## src/rtl/codec_cfg_seq_pkg.sv

```systemverilog
// Shared types and constants for the codec configuration sequencer.
// The 24-bit table word is {dev_addr, reg_hi, reg_lo/data}.
package codec_cfg_seq_pkg;

    typedef enum logic [2:0] {
        ST_IDLE,
        ST_LOAD,
        ST_SEND,
        ST_WAIT,
        ST_NEXT,
        ST_DONE,
        ST_FAIL
    } cfg_state_t;

    localparam int WORD_W  = 24;
    localparam int DEV_MSB = 23;
    localparam int DEV_LSB = 16;

    localparam logic [7:0] CODEC_ADDR = 8'h34;
    localparam logic [7:0] AUX_ADDR   = 8'h40;

endpackage

```

## src/rtl/codec_cfg_seq_tick_gen.sv

```systemverilog
// Free-running divider producing a one-cycle enable every DIV clocks.
// Reusable wherever a slow step rate is needed without a derived clock.
module cfg_tick_gen #(
    parameter int DIV = 2500
) (
    input  logic i_clk,
    input  logic i_rst,
    output logic o_tick
);
    localparam int CNT_W = (DIV > 1) ? $clog2(DIV) : 1;
    localparam logic [CNT_W-1:0] LAST = CNT_W'(DIV - 1);

    logic [CNT_W-1:0] r_cnt;
    logic             w_last;

    assign w_last = (r_cnt == LAST);

    always_ff @(posedge i_clk or posedge i_rst) begin
        if (i_rst) begin
            r_cnt <= '0;
        end else if (w_last) begin
            r_cnt <= '0;
        end else begin
            r_cnt <= r_cnt + 1'b1;
        end
    end

    assign o_tick = w_last;

endmodule

```

## src/rtl/codec_cfg_seq.sv

```systemverilog
// Walks an external configuration table and issues one 24-bit I2C write per entry,
// with bounded retries, an END watchdog and done/err status.
//   state | meaning
//   IDLE  | waiting for auto-start, start pulse or mode change
//   LOAD  | one clock for the table to settle, then latch the word
//   SEND  | raise GO, clear watchdog
//   WAIT  | wait for END (ACK/NACK) or watchdog expiry
//   NEXT  | advance index or finish
//   DONE  | report success
//   FAIL  | report abort
module codec_cfg_seq
    import codec_cfg_seq_pkg::*;
#(
    parameter int CLK_FREQ   = 50000000,
    parameter int I2C_FREQ   = 20000,
    parameter int LUT_SIZE   = 51,
    parameter int IDX_W      = 6,
    parameter int MODE_W     = 2,
    parameter int MAX_RETRY  = 3,
    parameter int TIMEOUT    = 64,
    parameter int AUTO_START = 1
) (
    input  logic              CLK,
    input  logic              RST,
    input  logic              start,
    input  logic [MODE_W-1:0] mode,
    output logic [IDX_W-1:0]  lut_index,
    output logic [MODE_W-1:0] lut_mode,
    input  logic [WORD_W-1:0] lut_data,
    output logic              i2c_tick,
    output logic [WORD_W-1:0] i2c_data,
    output logic              i2c_go,
    input  logic              i2c_end,
    input  logic              i2c_ack,
    output logic              busy,
    output logic              done,
    output logic              err,
    output logic [IDX_W-1:0]  err_index
);
    localparam int DIV     = CLK_FREQ / I2C_FREQ;
    localparam int RETRY_W = (MAX_RETRY > 0) ? $clog2(MAX_RETRY + 1) : 1;
    localparam int WD_W    = $clog2(TIMEOUT + 1);
    localparam logic [IDX_W-1:0]   LAST_IDX  = IDX_W'(LUT_SIZE - 1);
    localparam logic [RETRY_W-1:0] RETRY_MAX = RETRY_W'(MAX_RETRY);
    localparam logic [WD_W-1:0]    WD_LAST   = WD_W'(TIMEOUT - 1);

    logic w_tick;

    cfg_tick_gen #(
        .DIV (DIV)
    ) u_tick_gen (
        .i_clk  (CLK),
        .i_rst  (RST),
        .o_tick (w_tick)
    );

    cfg_state_t          r_state,       w_state_nxt;
    logic [IDX_W-1:0]    r_index,       w_index_nxt;
    logic [MODE_W-1:0]   r_mode,        w_mode_nxt;
    logic [WORD_W-1:0]   r_data,        w_data_nxt;
    logic                r_go,          w_go_nxt;
    logic                r_busy,        w_busy_nxt;
    logic                r_done,        w_done_nxt;
    logic                r_err,         w_err_nxt;
    logic [IDX_W-1:0]    r_err_index,   w_err_index_nxt;
    logic [RETRY_W-1:0]  r_retry,       w_retry_nxt;
    logic [WD_W-1:0]     r_wd,          w_wd_nxt;
    logic                r_start_pend,  w_start_pend_nxt;
    logic                r_auto_pend,   w_auto_pend_nxt;
    logic                w_trigger;
    logic                w_fail;

    // start, auto-start and a mode change all collapse into one pass request
    assign w_trigger = r_start_pend | start | r_auto_pend | (mode != r_mode);

    always_ff @(posedge CLK or posedge RST) begin
        if (RST) begin
            r_state      <= ST_IDLE;
            r_index      <= '0;
            r_mode       <= '0;
            r_data       <= '0;
            r_go         <= 1'b0;
            r_busy       <= 1'b0;
            r_done       <= 1'b0;
            r_err        <= 1'b0;
            r_err_index  <= '0;
            r_retry      <= '0;
            r_wd         <= '0;
            r_start_pend <= 1'b0;
            r_auto_pend  <= (AUTO_START != 0);
        end else begin
            r_state      <= w_state_nxt;
            r_index      <= w_index_nxt;
            r_mode       <= w_mode_nxt;
            r_data       <= w_data_nxt;
            r_go         <= w_go_nxt;
            r_busy       <= w_busy_nxt;
            r_done       <= w_done_nxt;
            r_err        <= w_err_nxt;
            r_err_index  <= w_err_index_nxt;
            r_retry      <= w_retry_nxt;
            r_wd         <= w_wd_nxt;
            r_start_pend <= w_start_pend_nxt;
            r_auto_pend  <= w_auto_pend_nxt;
        end
    end

    always_comb begin
        w_state_nxt      = r_state;
        w_index_nxt      = r_index;
        w_mode_nxt       = r_mode;
        w_data_nxt       = r_data;
        w_go_nxt         = r_go;
        w_busy_nxt       = r_busy;
        w_done_nxt       = r_done;
        w_err_nxt        = r_err;
        w_err_index_nxt  = r_err_index;
        w_retry_nxt      = r_retry;
        w_wd_nxt         = r_wd;
        w_auto_pend_nxt  = r_auto_pend;
        w_fail           = 1'b0;
        w_start_pend_nxt = (r_state == ST_IDLE) ? (r_start_pend | start) : 1'b0;

        case (r_state)
            ST_IDLE: begin
                if (w_tick && w_trigger) begin
                    w_state_nxt      = ST_LOAD;
                    w_mode_nxt       = mode;
                    w_index_nxt      = '0;
                    w_retry_nxt      = '0;
                    w_done_nxt       = 1'b0;
                    w_err_nxt        = 1'b0;
                    w_busy_nxt       = 1'b1;
                    w_start_pend_nxt = 1'b0;
                    w_auto_pend_nxt  = 1'b0;
                end
            end
            ST_LOAD: begin
                w_data_nxt  = lut_data;
                w_state_nxt = ST_SEND;
            end
            ST_SEND: begin
                if (w_tick) begin
                    w_go_nxt    = 1'b1;
                    w_wd_nxt    = '0;
                    w_state_nxt = ST_WAIT;
                end
            end
            ST_WAIT: begin
                if (w_tick) begin
                    if (i2c_end) begin
                        w_go_nxt = 1'b0;
                        if (!i2c_ack) begin
                            w_state_nxt = ST_NEXT;
                        end else begin
                            w_fail = 1'b1;
                        end
                    end else begin
                        w_wd_nxt = r_wd + 1'b1;
                        if (r_wd == WD_LAST) begin
                            w_go_nxt = 1'b0;
                            w_fail   = 1'b1;
                        end
                    end
                end
            end
            ST_NEXT: begin
                if (w_tick) begin
                    if (r_index == LAST_IDX) begin
                        w_state_nxt = ST_DONE;
                    end else begin
                        w_index_nxt = r_index + 1'b1;
                        w_retry_nxt = '0;
                        w_state_nxt = ST_LOAD;
                    end
                end
            end
            ST_DONE: begin
                if (w_tick) begin
                    w_done_nxt  = 1'b1;
                    w_busy_nxt  = 1'b0;
                    w_state_nxt = ST_IDLE;
                end
            end
            ST_FAIL: begin
                if (w_tick) begin
                    w_err_nxt   = 1'b1;
                    w_busy_nxt  = 1'b0;
                    w_state_nxt = ST_IDLE;
                end
            end
            default: begin
                w_state_nxt = ST_IDLE;
            end
        endcase

        // a retry resends the already latched word, so GO never rises on stale data
        if (w_fail) begin
            if (r_retry < RETRY_MAX) begin
                w_retry_nxt = r_retry + 1'b1;
                w_state_nxt = ST_SEND;
            end else begin
                w_err_index_nxt = r_index;
                w_state_nxt     = ST_FAIL;
            end
        end
    end

    assign lut_index = r_index;
    assign lut_mode  = r_mode;
    assign i2c_tick  = w_tick;
    assign i2c_data  = r_data;
    assign i2c_go    = r_go;
    assign busy      = r_busy;
    assign done      = r_done;
    assign err       = r_err;
    assign err_index = r_err_index;

endmodule

```

## config.mk

```make
export PLATFORM = sky130hd
export DESIGN_NAME = codec_cfg_seq
export DESIGN_NICKNAME = d
export VERILOG_FILES = /design/src/rtl/codec_cfg_seq_pkg.sv /design/src/rtl/codec_cfg_seq_tick_gen.sv /design/src/rtl/codec_cfg_seq.sv
export SDC_FILE = /design/constraint.sdc
export NUM_CORES = 1
export LEC_CHECK = 0
export ABC_AREA = 1
export ABC_CLOCK_PERIOD_IN_PS = 2000
export BUFFER_PORTS_ARGS = -buffer_cell sky130_fd_sc_hd__buf_2
export CORE_UTILIZATION = 54
export CTS_CLUSTER_SIZE = 24
export DETAILED_ROUTE_END_ITERATION = 12
export PLACE_DENSITY = 0.79
export SETUP_SLACK_MARGIN = 0.5
export SLEW_MARGIN = 5
export SYNTH_ARGS = -nofsm -noshare
export SYNTH_HDL_FRONTEND = slang
export SYNTH_SLANG_ARGS = --single-unit
```

## constraint.sdc

```tcl
create_clock -name CLK -period 2 [get_ports CLK]
set_input_delay 0.1 -clock CLK [delete_from_list [all_inputs] [get_ports CLK]]
set_output_delay 0.1 -clock CLK [all_outputs]
set_load 0.01 [all_outputs]
```

; ---- Word level (Yosys, flattened, before mapping)
; Cells that the tools add are included.
[totals]
register_bits = 68
latchBits = 0
mem_bits_rw = 0
romBits = 0
in_bits = 31
output_inout_bits = 43
elab_cells = 112
mem_count = 0
[op_classes]
addsub = 4
mul = 0
n_div = 0
n_lt_le_gt_ge = 1
n_eq_ne = 27
n_shift = 0
mux = 45
n_bitwise = 4
reduce_logical = 17
[op_table]
columns = operator, n
row1 = $mux 3, 10
row2 = $mux 7, 3
row3 = $mux 6, 3
row4 = $ne 3x3->1 const B, 6
row5 = $pmux 3 s6, 1
row6 = $mux 1, 15
row7 = $ne 2x2->1 const B, 7
row8 = $pmux 7 s2, 1
row9 = $add 12x1->12 const B, 1
row10 = $eq 12x12->1 const B, 1
row11 = $mux 12, 1
row12 = $pmux 6 s2, 1
row13 = $reduce_and 4->1, 3
row14 = $mux 2, 5
row15 = $reduce_bool 2->1, 5
row16 = $eq 3x3->1 const B, 3
row17 = $reduce_and 3->1, 3
row18 = $pmux 1 s2, 4
row19 = $add 7x1->7 const B, 1
row20 = $eq 7x6->1 const B, 1
row21 = $reduce_and 7->1, 1
row22 = $add 6x1->6 const B, 1
row23 = $eq 3x2->1 const B, 2
row24 = $eq 6x6->1 const B, 1
row25 = other kinds (14), 18

; ---- Longest topological paths before layout
[logic_depth]
depth_word = 8
ltp_mapped = 13
ltp_nobuf = 12

; ---- Cells and area by module
; Synthesis repeated with hierarchy kept, for this count alone.
[unflattened]
cells_unflattened = 347
hier_area_um2 = 3294.4
[modules_own_cells]
columns = module, instances, cells_per_inst, area_each_um2
row1 = codec_cfg_seq, 1, 261, 2642.5
row2 = cfg_tick_gen, 1, 86, 651.9

; ---- Worst setup path after synthesis
; OpenSTA, ideal clock, no wires.
[synth_timing]
path_type = register -> register
from = reg u_tick_gen.r_cnt[0]
to = reg r_err_index[0] (netlist: err_index[0])
setup_ns = 0.119
arrival_ns = 1.476
slack_ns = 0.405
path_stages_with_launch = 11
path_cell_list = dfrtp_1 > ha_1 > nand2_1 > nor2_2 > nand2_2 > nor2_8 > and2_1 > nand3_2 > buf_6 > nand2_2 > o21ai_2
[synth_via]
elab_chain_cells = 4
[synth_lines]
columns = element, line_no
row1 = start: declaration, codec_cfg_seq_tick_gen.sv:13  ; logic [CNT_W-1:0] r_cnt;
row2 = start signal: assignment, codec_cfg_seq_tick_gen.sv:24  ; r_cnt <= r_cnt + 1'b1;
row3 = $eq 12x12->1, codec_cfg_seq_tick_gen.sv:16  ; assign w_last = (r_cnt == LAST);
row4 = named net i2c_tick, codec_cfg_seq.sv:30  ; output logic i2c_tick,
row5 = $mux 1, codec_cfg_seq.sv:150  ; if (w_tick) begin
row6 = $mux 1, codec_cfg_seq.sv:124  ; case (r_state)
row7 = $reduce_and 2->1 (no source line), n/a
row8 = end signal: assignment, codec_cfg_seq.sv:100  ; r_err_index <= w_err_index_nxt;
row9 = end: declaration, codec_cfg_seq.sv:65  ; logic [IDX_W-1:0] r_err_index, w_err_index_nxt;
; The timed path passes the listed nets, and every way through them passes these cells.
; A chain may end at the register's enable or synchronous reset.

; ---- Worst setup path after layout
[layout_timing]
from = reg u_tick_gen.r_cnt[0]
to = reg r_state[2]
[layout_via]
elab_chain_cells = 5
word_cells_on_any_way = 13
cone_classes = eq/ne (8) / mux (3) / reduce/logical (2)
[layout_lines]
columns = element, line_no
row1 = $eq 12x12->1 *, codec_cfg_seq_tick_gen.sv:16
row2 = $mux 1, codec_cfg_seq.sv:150
row3 = $mux 1, codec_cfg_seq.sv:124
row4 = "$ne 3x2->1 (no source line), or another cell as far along", n/a
row5 = $reduce_and 7->1 (no source line), n/a
row6 = end signal: assignment, codec_cfg_seq.sv:92  ; r_state <= w_state_nxt;
row7 = end: declaration, codec_cfg_seq.sv:57  ; cfg_state_t r_state, w_state_nxt;
; Mark *: on every way between the ends. The rest lies on a longest branch, timed or not.

==> metrics.md <==
| Metric | Value |
|---|---|
| CP max stage cell | `dfrtp_1` |
| Int Pwr | `2.09 mW` |
| P_leak | `2.32 nW` |
| Crit Path Max Fanout | `4` |
| Root buffer cell | `clkbuf_8` |
| Count leader, synth | `nand2_1` |
| Num CTS Buffers | `9` |
| Layout area overhead | `37.6%` |
| Period Utilization, post-route | `86.0%` |
| Drt total wl | `9610 um` |
| Synth Warn # | `0` |
| Final ANT Viol Nets | `0` |
| DIE AREA | `0.00674 mm^2` |
| Worst-path clk slew | `80 ps` |
| Post-Syn Area | `0.00346 mm^2` |
| Maximum vdd drop | `0.546 mV` |
| Remaining Overflow, GRT | `0` |
| Mean number of vias per cell | `5.56` |
| Nets | `535` |
| Mapped Cells | `367` |
| CORE AREA | `0.00606 mm^2` |
| Worst Tran Pin Value | `725 ps` |
| Drt pass-1 iters | `5` |
| RSZ-0062 raised after global routing | `true` |
| Tmin final | `1720 ps` |
| Logic pwr share | `6.3%` |
| Clk_skew | `7.65 ps` |
| DR DRC count | `0` |
| Endpoints failing hold | `0` |
| Top cells by instance count after synthesis | `nand2_1, dfrtp_1, inv_1` |
| Clk Latency, worst-skew pair | `350 ps` |
| Met3 wire len | `591 um` |
| Sw Pwr | `0.690 mW` |
| Fin cells | `579` |
| Number of antenna violations at the first check in global routing | `0` |
| Ant diodes | `0` |
| Max frequency | `0.581 GHz` |
| Crit path launch type | `flop` |
| DP Wirelength | `5220 um` |
| CTS H-Tree Depth | `3` |
| Number of global-route vias before repair | `3,089` |
| IO buf count | `73` |
| Sequential share of the synthesized area | `49.2%` |
| IO Count | `74` |
| Multi-input gate area | `0.00173 mm^2` |
| Final setup fails | `0` |
| Top layer used by detailed routing | `met4` |
| MaxCap Viol Count | `0` |
| Initial core utilization | `57.1%` |
| DR vias | `3,217` |
| Synth Net Count | `403` |
| Longest Clk Path Bufs | `2` |
| FF/Latch Area | `0.00171 mm^2` |
| Number of enable flip-flop cells after synthesis | `0` |
| Yosys reg bits | `68` |
| DIE HEIGHT | `82.1 um` |
| Crit path cell chain | `ha_4 > inv_4 > nor2_1 > nand2_1 > nor2_2 > nand2_2 > nand2_2 > nand4_1 > nand2_1 > nand2_1` |
| Routed wl met2 | `5060 um` |
| Sw Ratio | `24.8%` |
| Total power | `2.78 mW` |
| Status | `finished, final reports clean` |
| Post-synth top area cell | `dfrtp_1` |
| Placed cells | `513` |
| Share of layout cells above drive strength 1 | `46.8%` |
| CTS tree | `yes` |
| Chip Width | `82.1 um` |
| First-pass GRT wire length | `14,200 um` |
| Fill count | `376` |
| Worst EP arrival | `1970 ps` |
| Largest net degree at the start of global routing | `35` |
| Most frequent CP cell | `nand2_1` |
| Iteration-0 DRC Markers | `320` |
| RePlAce Congestion | `0.905` |
| Crit. End Element | `flop` |
| Synth area leaders | `dfrtp_1, nand2_1, mux2_2, inv_1, o21ai_2` |
| Async set or reset register ratio after synthesis | `100%` |
| Wire length on met1 | `3700 um` |
| Final Max Tran Viols | `0` |
| Power Density | `583 mW/mm^2` |
| WP data required | `2250 ps` |
| GRT Resource Usage Total | `28.7%` |
| Setup TNS | `0 ps` |
| Synth Area per Inst | `9.44 um^2` |
| Top FF cell, synth | `dfrtp_1` |
| Worst min path class | `in2reg` |
| Sequential power share | `50.9%` |
| Synth top area share | `48.4%` |
| Max-Slew Margin vs Limit | `51.6%` |
| Wire per inst | `16.6 um` |
| Rows | `28` |
| Yosys cell types | `39` |
| Critical path's largest stage delay | `400 ps` |
| CTS sink count | `68` |
| Clock share of power | `42.8%` |
| Crit Path Class | `reg2reg` |
cell families (layout without fill, tap and decap cells):
group	Yosys count	in the layout	share of synthesized area [%]
AND/OR/NAND/NOR	175	177	25.7
flip-flops	68	68	49.2
buffers and inverters	51	185	6.29
AO/OA/AOI/OAI	36	37	7.23
multiplexers	24	24	7.80
XOR/XNOR	8	8	2.02
adder cells (fa/ha/maj)	5	5	1.81
power by group through the flow:
stage               clock network, mW  logic, mW  registers (mW)
finish                           1.19      0.174            1.41
global route                     1.27      0.190            1.42
CTS                              1.20      0.169            1.41
detailed placement                  0      0.134            1.44
global placement                    0      0.130            1.44
floorplan                           0     0.0481            1.45
per-stage QoR:
stage	instance area, um^2	utilization, %	hold WS, ps	worst slack (ps)
2_1_floorplan	3490	-	245	417
3_3_place_gp	3940	65.1	243	314
3_5_place_dp	3940	65.1	250	246
4_1_cts	4600	75.9	3.69	404
5_1_grt	4760	78.6	-10.2	170
6_report	4760	78.6	2.99	280
sequential cells by signal (all words and copies together) (netlist names):
register and cells:
lut_index 6, lut_mode 2, u_tick_gen.r_cnt 12, r_wd 7
r_auto_pend 1, i2c_data 24, err_index 6, r_state 3
done 1, r_retry 2, r_start_pend 1, i2c_go 1
err 1, busy 1
placed cells by master, fill, tap and decap left out, drive strengths merged, types with 3 or more instances in the layout:
| master | Yosys | routed |
|---|---|---|
| nand2 | 92 | 93 |
| o21ai | 19 | 20 |
| o31ai | 5 | 5 |
| nand4 | 10 | 10 |
| buf | 7 | 101 |
| ha | 5 | 5 |
| dlygate4sd3 | 0 | 24 |
| inv | 44 | 47 |
| nor2 | 36 | 36 |
| mux2 | 24 | 24 |
| xor2 | 6 | 6 |
| or2 | 6 | 6 |
| nand3 | 21 | 22 |
| dfrtp | 67 | 67 |
| clkbuf | 0 | 9 |
| a21oi | 8 | 8 |
| clkinvlp | 0 | 3 |
| nor3 | 7 | 7 |
critical path, delay by kind of cell (launching register included):
family        cells  cell delay [ps]
simple gates      8              980
flops             1              400
fa+ha+maj         1              190
buf+inv           1               50
worst paths after layout:
path	start	to	slack (ps)	cells past startpoint
max in group asynchronous	RST	r_state[0]	860	4
max	u_tick_gen.r_cnt[0]	r_state[2]	280	10
min in group asynchronous	RST	err_index[1]	400	3
min reg2reg	done	done	480	2
max reg2reg	u_tick_gen.r_cnt[0]	r_state[2]	280	10
min	lut_data[21]	i2c_data[21]	3	2
routing by layer:
metal,GRT usage (%),vias to the layer above
li1,-,1472
met1,34.9,1540
met2,47.9,178
met3,7.00,27
met4,13.5,0
met5,0,-
final cells by class:
type / count / share of cell area (%)
well taps: 75 / 1.97
multi-input cells: 251 / 36.2
clock buffers: 9 / 2.60
clock inverters: 7 / 1.73
inverters: 44 / 3.65
flip-flops and latches: 68 / 35.9
repair buffers: 125 / 17.9
repair_timing:
action | CTS | global route
gates resized for setup | 21 | 23
setup endpoints to repair | 54 | 35
pin swaps | 7 | 14
hold endpoints to repair | 53 | 1
buffers inserted | 14 | 9
cloned | 1 | 2
hold buffers | 23 | 1
(Power assumes the default switching activity.)
